===== config.mk =====
export PLATFORM = sky130hd
export DESIGN_NAME = elevator_dispatcher
export DESIGN_NICKNAME = d
export VERILOG_FILES = /design/src/rtl/elevator_dispatcher.sv
export SDC_FILE = /design/constraint.sdc
export NUM_CORES = 1
export LEC_CHECK = 0
export ABC_AREA = 1
export CAP_MARGIN = 20
export CELL_PAD_IN_SITES_DETAIL_PLACEMENT = 1
export CELL_PAD_IN_SITES_GLOBAL_PLACEMENT = 1
export CORE_MARGIN = 1
export CORE_UTILIZATION = 33
export CTS_CLUSTER_DIAMETER = 60
export DETAILED_ROUTE_END_ITERATION = 6
export PLACE_DENSITY_LB_ADDON = 0.1
export SLEW_MARGIN = 10
export SYNTH_ARGS = -nofsm -noshare
export SYNTH_HDL_FRONTEND = slang
export SYNTH_SLANG_ARGS = --single-unit

===== constraint.sdc =====
create_clock -name CLK -period 1.5 [get_ports CLK]
set_input_delay 0.3 -clock CLK [delete_from_list [all_inputs] [get_ports CLK]]
set_output_delay 0.3 -clock CLK [all_outputs]
set_load 0.05 [all_outputs]

===== src/rtl/elevator_dispatcher.sv =====
// SCAN-order call scheduler: latches panel calls and drives one one-hot floor request at a time.
// Optional MOVE watchdog is built when DISPATCH_TIMEOUT_EN is defined.
module elevator_dispatcher #(
  parameter int FLOORS         = 10,
  parameter int DOOR_CYCLES    = 4,
  parameter int TIMEOUT_CYCLES = 64
) (
  input  logic              CLK,
  input  logic              RST,
  input  logic [FLOORS-1:0] call,
  input  logic [3:0]        Layer,
  output logic [FLOORS-1:0] buttons,
  output logic [FLOORS-1:0] pending,
  output logic              door_open,
  output logic              dir_up,
  output logic              busy,
  output logic              fault
);
  typedef enum logic [1:0] {IDLE, SELECT, MOVE, DOOR} state_t;
  localparam int DW = $clog2(DOOR_CYCLES + 1);
  localparam logic [3:0] TOP = 4'(FLOORS - 1);
  localparam logic [FLOORS-1:0] ONE = {{(FLOORS-1){1'b0}}, 1'b1};

  if (FLOORS < 2 || FLOORS > 16 || DOOR_CYCLES < 1 || TIMEOUT_CYCLES < 1) begin : g_param_check
    $error("elevator_dispatcher: unsupported parameter set");
  end

  state_t            state;
  logic [3:0]        target, layer_c, up_idx, dn_idx, sel_idx;
  logic [DW-1:0]     door_cnt;
  logic [FLOORS-1:0] target_hot, sel_hot, clear, pending_next;
  logic              up_found, dn_found, sel_up, arrived, abandon;

  assign layer_c    = (Layer > TOP) ? TOP : Layer;
  assign target_hot = ONE << target;
  assign arrived    = (Layer == target);

  // Descending scan leaves the lowest hit at/above the car; ascending leaves the highest at/below.
  always_comb begin
    up_found = 1'b0;
    dn_found = 1'b0;
    up_idx   = '0;
    dn_idx   = '0;
    for (int i = FLOORS - 1; i >= 0; i--) begin
      if (pending[i] && 4'(i) >= layer_c) begin
        up_found = 1'b1;
        up_idx   = 4'(i);
      end
    end
    for (int i = 0; i < FLOORS; i++) begin
      if (pending[i] && 4'(i) <= layer_c) begin
        dn_found = 1'b1;
        dn_idx   = 4'(i);
      end
    end
  end

  // Keep sweeping while the current direction has work, otherwise reverse.
  assign sel_up  = dir_up ? up_found : !dn_found;
  assign sel_idx = sel_up ? up_idx : dn_idx;
  assign sel_hot = ONE << sel_idx;

`ifdef DISPATCH_TIMEOUT_EN
  localparam int TW = $clog2(TIMEOUT_CYCLES + 1);
  logic [TW-1:0] move_cnt;
  assign abandon = (state == MOVE) && !arrived && (move_cnt == TW'(TIMEOUT_CYCLES - 1));
`else
  assign abandon = 1'b0;
  assign fault   = 1'b0;
`endif

  always_comb begin
    clear = '0;
    if ((state == MOVE && (arrived || abandon)) || state == DOOR)
      clear = target_hot;
  end

  // The served floor's clear dominates a same-edge call for it.
  assign pending_next = (pending | call) & ~clear;

  always_ff @(posedge CLK or posedge RST) begin
    if (RST) begin
      state     <= IDLE;
      target    <= '0;
      door_cnt  <= '0;
      buttons   <= '0;
      pending   <= '0;
      door_open <= 1'b0;
      dir_up    <= 1'b1;
      busy      <= 1'b0;
`ifdef DISPATCH_TIMEOUT_EN
      move_cnt  <= '0;
      fault     <= 1'b0;
`endif
    end else begin
      pending <= pending_next;
`ifdef DISPATCH_TIMEOUT_EN
      fault   <= abandon;
`endif
      case (state)
        IDLE: begin
          if (|pending) begin
            state <= SELECT;
            busy  <= 1'b1;
          end
        end
        SELECT: begin
          if (!up_found && !dn_found) begin
            state <= IDLE;
            busy  <= 1'b0;
          end else begin
            state   <= MOVE;
            target  <= sel_idx;
            dir_up  <= sel_up;
            buttons <= sel_hot;
`ifdef DISPATCH_TIMEOUT_EN
            move_cnt <= '0;
`endif
          end
        end
        MOVE: begin
          if (arrived) begin
            buttons   <= '0;
            door_open <= 1'b1;
            door_cnt  <= DW'(DOOR_CYCLES);
            state     <= DOOR;
          end else if (abandon) begin
            buttons <= '0;
            state   <= (|pending_next) ? SELECT : IDLE;
            busy    <= |pending_next;
          end else begin
`ifdef DISPATCH_TIMEOUT_EN
            move_cnt <= move_cnt + 1'b1;
`endif
          end
        end
        DOOR: begin
          if (door_cnt == DW'(1)) begin
            door_open <= 1'b0;
            state     <= (|pending_next) ? SELECT : IDLE;
            busy      <= |pending_next;
          end else begin
            door_cnt <= door_cnt - 1'b1;
          end
        end
        default: state <= IDLE;
      endcase
    end
  end
endmodule


==> flow_metrics.py, run 1 <==
metrics = {
    "status": {
        "outcome": "aborted with a tool error",
        "flow.stopped_at": "global routing (5_1_grt)",
        "flow.first_error": "[ERROR DPL-0033] detailed placement checks failed during check placement.",
    },
    "yosys": {
        "synth_top_area_share_pct": 36.7,
        "synth_async_sr_flop_share_pct": 100,
        "yosys.area_share.adder_pct": 1.18,
        "number_of_flops_mapped_to_enable_cells_by_yosys": 0,
        "yosys_most_used_dff": "sky130_fd_sc_hd__dfrtp_1",
        "synth.avg_cell_area_um2": 6.55,
        "netlist_instances": 323,
        "synth_cell_types": 29,
        "yosysSeqAreaShare_pct": 37.9,
        "synth.area.top_cells": "sky130_fd_sc_hd__dfrtp_1 37%, sky130_fd_sc_hd__nand2_1 20%, sky130_fd_sc_hd__inv_1 8.9%, sky130_fd_sc_hd__nand3_1 6.4%, sky130_fd_sc_hd__nor2_1 6.4%",
        "syn_nets": 341,
        "ys_seq_elements": 32,
        "yosysWarnings": 0,
        "syn-cell-area_um2": 2120,
        "muxShareOfSynthArea_pct": 0,
        "synth_simple_gate_area_share_pct": 42.5,
        "synth_compound_gate_area_share_pct": 6.39,
        "synth_top_family_by_area": "simple AND/OR/NAND/NOR gates",
        "synthXorXnorAreaFrac_pct": 1.24,
        "synth.largest_area_cell": "sky130_fd_sc_hd__dfrtp_1",
    },
    "place": {
        "dpl_worst_slack_ns": -0.908,
        "globalplace.congestion": 0.811,
        "dp_hpwl_mm": 5.50,
        "port_buffers": 38,
        "postPlaceCellArea_um2": 3260,
    },
    "floorplan": {
        "initial_core_util_pct": 34.9,
        "rows": 28,
        "fp.dieH_um": 82.1,
        "ioPinCount": 40,
        "die_w_um": 82.1,
    },
    "clock_network": {
        "cts_buffers": 5,
        "clockBufferDepth": 2,
        "hold_buffer_count_at_cts": 0,
        "clk_sinks": 32,
        "cts_root_buf": "sky130_fd_sc_hd__clkbuf_8",
        "cts_htree_levels": 2,
    },
    "sta": {
        "worst_endpoint_kind": "sequential cell input",
        "worst_endpoint": "buttons[4]$_DFFE_PP0P_/D",
    },
    "global_routing": {
        "largest_net_degree_at_the_start_of_global_routing": 33,
        "number_of_antenna_violations_at_the_first_check_in_global_routing": 0,
    },
}
==> timing repair <==
action | in CTS
setup endpoints to repair | 30
pin swaps | 82
setup buffers | 58
cloned | 1
gates resized for setup | 139
==> cells in the mapped netlist, types with 2 or more instances <==
| master | number |
|---|---|
| sky130_fd_sc_hd__xor2_1 | 3 |
| sky130_fd_sc_hd__ha_1 | 2 |
| sky130_fd_sc_hd__nand4_1 | 5 |
| sky130_fd_sc_hd__or2_2 | 8 |
| sky130_fd_sc_hd__nand3_1 | 27 |
| sky130_fd_sc_hd__o21ai_1 | 6 |
| sky130_fd_sc_hd__dfrtp_1 | 31 |
| sky130_fd_sc_hd__a21oi_1 | 7 |
| sky130_fd_sc_hd__nor2_2 | 5 |
| sky130_fd_sc_hd__nor2_1 | 36 |
| sky130_fd_sc_hd__inv_1 | 50 |
| sky130_fd_sc_hd__nand2_1 | 111 |
| sky130_fd_sc_hd__o21ai_0 | 8 |
| sky130_fd_sc_hd__nand2_2 | 5 |
| sky130_fd_sc_hd__nand2_4 | 2 |
| sky130_fd_sc_hd__inv_2 | 4 |
==> metrics by stage <==
stage | std cells | setup TNS, ns
floorplan | 323 | -1.58
CTS | 544 | -4.05
detailed placement | 485 | -20.18
global placement | 485 | -18.21
==> cells by family after synthesis <==
family	Yosys count
AO/OA/AOI/OAI	25
XOR/XNOR	3
adder cells (fa/ha/maj)	2
buffers and inverters	57
flip-flops	32
other	1
AND/OR/NAND/NOR	203
==> run 2: changes to the inputs <==
- CELL_PAD_IN_SITES_DETAIL_PLACEMENT: 1 -> not set
- CELL_PAD_IN_SITES_GLOBAL_PLACEMENT: 1 -> not set
- CORE_UTILIZATION: 33 -> 40
- CTS_CLUSTER_DIAMETER: 60 -> not set
- PLACE_DENSITY_LB_ADDON: 0.1 -> 0.15
- clock period: 1.5 -> 1.95 ns (I/O delays scaled with it)
==> run 2 against run 1 <==
Against the previous run: the run now ends clean; synthesized cell count did not move; area after synthesis did not move.
==> flow_metrics.py, run 2 <==
metrics = {
    "sta": {
        "tns_ns": 0,
        "min_period_over_period_pct": 94.7,
        "hold_violations": 0,
        "timing.final.setup_violations": 0,
        "fin_crit_ns": 1.85,
        "max_slew_vio_count": 0,
        "slew_headroom_pct": 66.4,
        "worst_pin_slew_ns": 0.502,
        "highest_clock_rate_ghz": 0.542,
        "clock-skew-final_ns": 0.00401,
    },
    "worst_setup_path": {
        "worst_setup_path_type": "flop to output port",
        "critPathArrivalTime_ns": 1.46,
        "timing.critical_path.slowest_stage_cell": "sky130_fd_sc_hd__clkdlybuf4s50_1",
        "timing.critical_path.from": "busy$_DFFE_PP0P_",
        "setup.reg_to_reg.worst_slack_ns": 0.16,
        "setup.worst_path.end_class": "output port",
        "startpoint_class_of_the_critical_path": "flop",
        "r2r_start": "target[1]$_DFFE_PP0P_",
        "worstPathBufferInverterCount": 1,
        "worstPathMaxFanout": 2,
        "slowest_delay_ns": 0.81,
        "r2r.worst_path.cells": 12,
        "data_required_time_at_the_worst_endpoint_ns": 1.56,
        "worstReg2RegEnd": "busy$_DFFE_PP0P_",
        "cp_cell_sequence": "clkdlybuf4s50_1",
        "critical_path.top_delay_family": "buffers and inverters",
    },
    "place": {
        "port_buffers": 38,
        "globalplace.congestion": 0.929,
        "postPlaceCellArea_um2": 2710,
        "dp_hpwl_mm": 4.12,
    },
    "yosys": {
        "number_of_flops_mapped_to_enable_cells_by_yosys": 0,
        "yosysWarnings": 0,
        "synth.largest_area_cell": "sky130_fd_sc_hd__dfrtp_1",
        "syn-cell-area_um2": 2120,
        "ys_seq_elements": 32,
        "synth.area.top_cells": "sky130_fd_sc_hd__dfrtp_1 37%, sky130_fd_sc_hd__nand2_1 20%, sky130_fd_sc_hd__inv_1 8.9%, sky130_fd_sc_hd__nand3_1 6.4%, sky130_fd_sc_hd__nor2_1 6.4%",
        "synth_cell_types": 29,
        "synth.avg_cell_area_um2": 6.55,
        "netlist_instances": 323,
        "yosysSeqAreaShare_pct": 37.9,
        "synth_top_area_share_pct": 36.7,
        "yosys-top-cells-count": "111 x sky130_fd_sc_hd__nand2_1, 50 x sky130_fd_sc_hd__inv_1, 36 x sky130_fd_sc_hd__nor2_1, 31 x sky130_fd_sc_hd__dfrtp_1, 27 x sky130_fd_sc_hd__nand3_1",
        "yosys_most_used_dff": "sky130_fd_sc_hd__dfrtp_1",
        "syn_nets": 341,
        "synth_async_sr_flop_share_pct": 100,
        "post-synth-top-count-cell": "sky130_fd_sc_hd__nand2_1",
    },
    "hold_path": {
        "hp-class": "flop to flop",
        "min_to": "buttons[3]$_DFFE_PP0P_",
        "worstHoldStart": "buttons[3]$_DFFE_PP0P_",
        "hold_path_depth": 2,
    },
    "floorplan": {
        "fp.dieH_um": 74.7,
        "rows": 26,
        "ioPinCount": 40,
        "die_w_um": 74.7,
        "die_area_um2": 5580,
        "initial_core_util_pct": 41.4,
        "placeableCoreArea_um2": 5110,
    },
    "clock_network": {
        "cts_setup_buffers": 0,
        "clockBufferDepth": 2,
        "cts_buffers": 5,
        "tritoncts": "built",
        "clk_sinks": 32,
        "path_clk_slew_ns": 0.06,
        "cts_root_buf": "sky130_fd_sc_hd__clkbuf_8",
        "cts_htree_levels": 2,
        "clock_latency_ns": 0.28,
    },
    "global_routing": {
        "number_of_antenna_violations_at_the_first_check_in_global_routing": 0,
        "grt_pass1_wl_mm": 8.44,
        "groute.usage.overall_pct": 20.3,
        "first_global_vias": 1911,
        "largest_net_degree_at_the_start_of_global_routing": 33,
        "overflow": 0,
    },
    "status": {
        "outcome": "finished, final reports clean",
    },
    "drt": {
        "drcViolationCount": 0,
        "viasPerCell": 4.68,
        "post_drt_wl_per_cell_um": 11.2,
        "number_of_drc_markers_after_the_initial_detailed_route_iteration": 130,
        "routed_wire_length_mm": 5.16,
        "detailroute.via_count": 2149,
        "detailedRoute.firstPassIterationCount": 4,
        "drtAntennaViolNets": 0,
    },
    "cells_and_area": {
        "drive_above_1_share_pct": 19.8,
        "antenna_cells_inserted": 0,
        "post-route-cell-area_um2": 2800,
        "top_registers": "buttons (10), pending (10), target (4)",
        "mostFrequentLayoutCell": "sky130_fd_sc_hd__nand2_1",
        "num-nets-final": 407,
        "filler_cell_count": 526,
        "most-common-layout-cells": "111 x sky130_fd_sc_hd__nand2_1, 49 x sky130_fd_sc_hd__inv_1, 34 x sky130_fd_sc_hd__nor2_1, 34 x sky130_fd_sc_hd__buf_4, 31 x sky130_fd_sc_hd__dfrtp_1",
        "multi_input_comb_area_um2": 1110,
        "areaGrowthSynthToFinish_pct": 32.1,
        "area_taken_by_flip_flops_and_latches_um2": 802,
    },
    "pwr": {
        "p_per_area_nw_per_um2": 1390,
        "ir_drop_mv": 0.899,
        "p_leak_nw": 1.51,
    },
    "flow_run": {
        "max_cap_violations": 0,
    },
}
[run 2: cell counts after synthesis]
No cell type changed its count.
[run 2: kinds of logic (layout without fill, tap and decap cells)]
family / count (synthesis) / count (layout) / synth area share, %
buffers and inverters: 57 / 123 / 10.6
AND/OR/NAND/NOR: 203 / 203 / 42.5
XOR/XNOR: 3 / 3 / 1.24
adder cells (fa/ha/maj): 2 / 2 / 1.18
AO/OA/AOI/OAI: 25 / 25 / 6.39
flip-flops: 32 / 32 / 37.9
other: 1 / 1 / 0.177
[run 2: timing repair]
action | CTS | global route
pin swaps | 0 | 1
hold endpoints to repair | 0 | 0
resized for setup | 6 | 12
endpoints found under the setup margin | 16 | 14
hold buffers | 0 | 0
[run 2: power by group]
part	switching [mW]	total, mW	leakage (nW)	internal, mW
Sequential	0.225	1.12	0.369	0.898
Clock	0.237	0.479	0.0410	0.242
Combinational	1.49	2.28	1.10	0.791
[run 2: cell type report]
class                      instances  share of cell area (%)
tap                               70                    3.13
multi-input combinational        234                    39.7
inverter                          55                    7.39
sequential                        32                    28.7
clock buffer                       6                    2.60
timing repair buffer              61                    18.3
clock inverter                     1                   0.179
[run 2: through the flow]
step / instances / setup WS (ns) / util, % / hold slack (ns) / power, mW
finish: 459 / 0.104 / 54.7 / 0.478 / 3.88
global route: 459 / -0.0223 / 54.7 / 0.517 / 4.21
CTS: 459 / 0.0491 / 54.6 / 0.481 / 3.88
detailed placement: 452 / -0.534 / 53.1 / 0.464 / 3.39
global placement: 452 / -0.491 / 53.1 / 0.466 / 3.37
floorplan: 323 / 0.0462 / - / 0.467 / 2.63
[run 2: routing by layer]
layer / vias to the layer above / global-route usage, % / share of wire (%)
li1: 1119 / - / -
met1: 969 / 27.2 / 46
met2: 50 / 32.5 / 47
met3: 11 / 3.61 / 4.1
met4: 0 / 8.18 / 2.0
met5: - / 0 / 0
[run 2: how the worst max path moves through the flow]
stage / to / cells after the start
floorplan: buttons[5]$_DFFE_PP0P_ / 11
global placement: buttons[9]$_DFFE_PP0P_ / 17
detailed placement: buttons[9]$_DFFE_PP0P_ / 17
CTS: buttons[9]$_DFFE_PP0P_ / 17
global route: busy$_DFFE_PP0P_ / 12
finish: busy / 1
(Power assumes the default switching activity.)
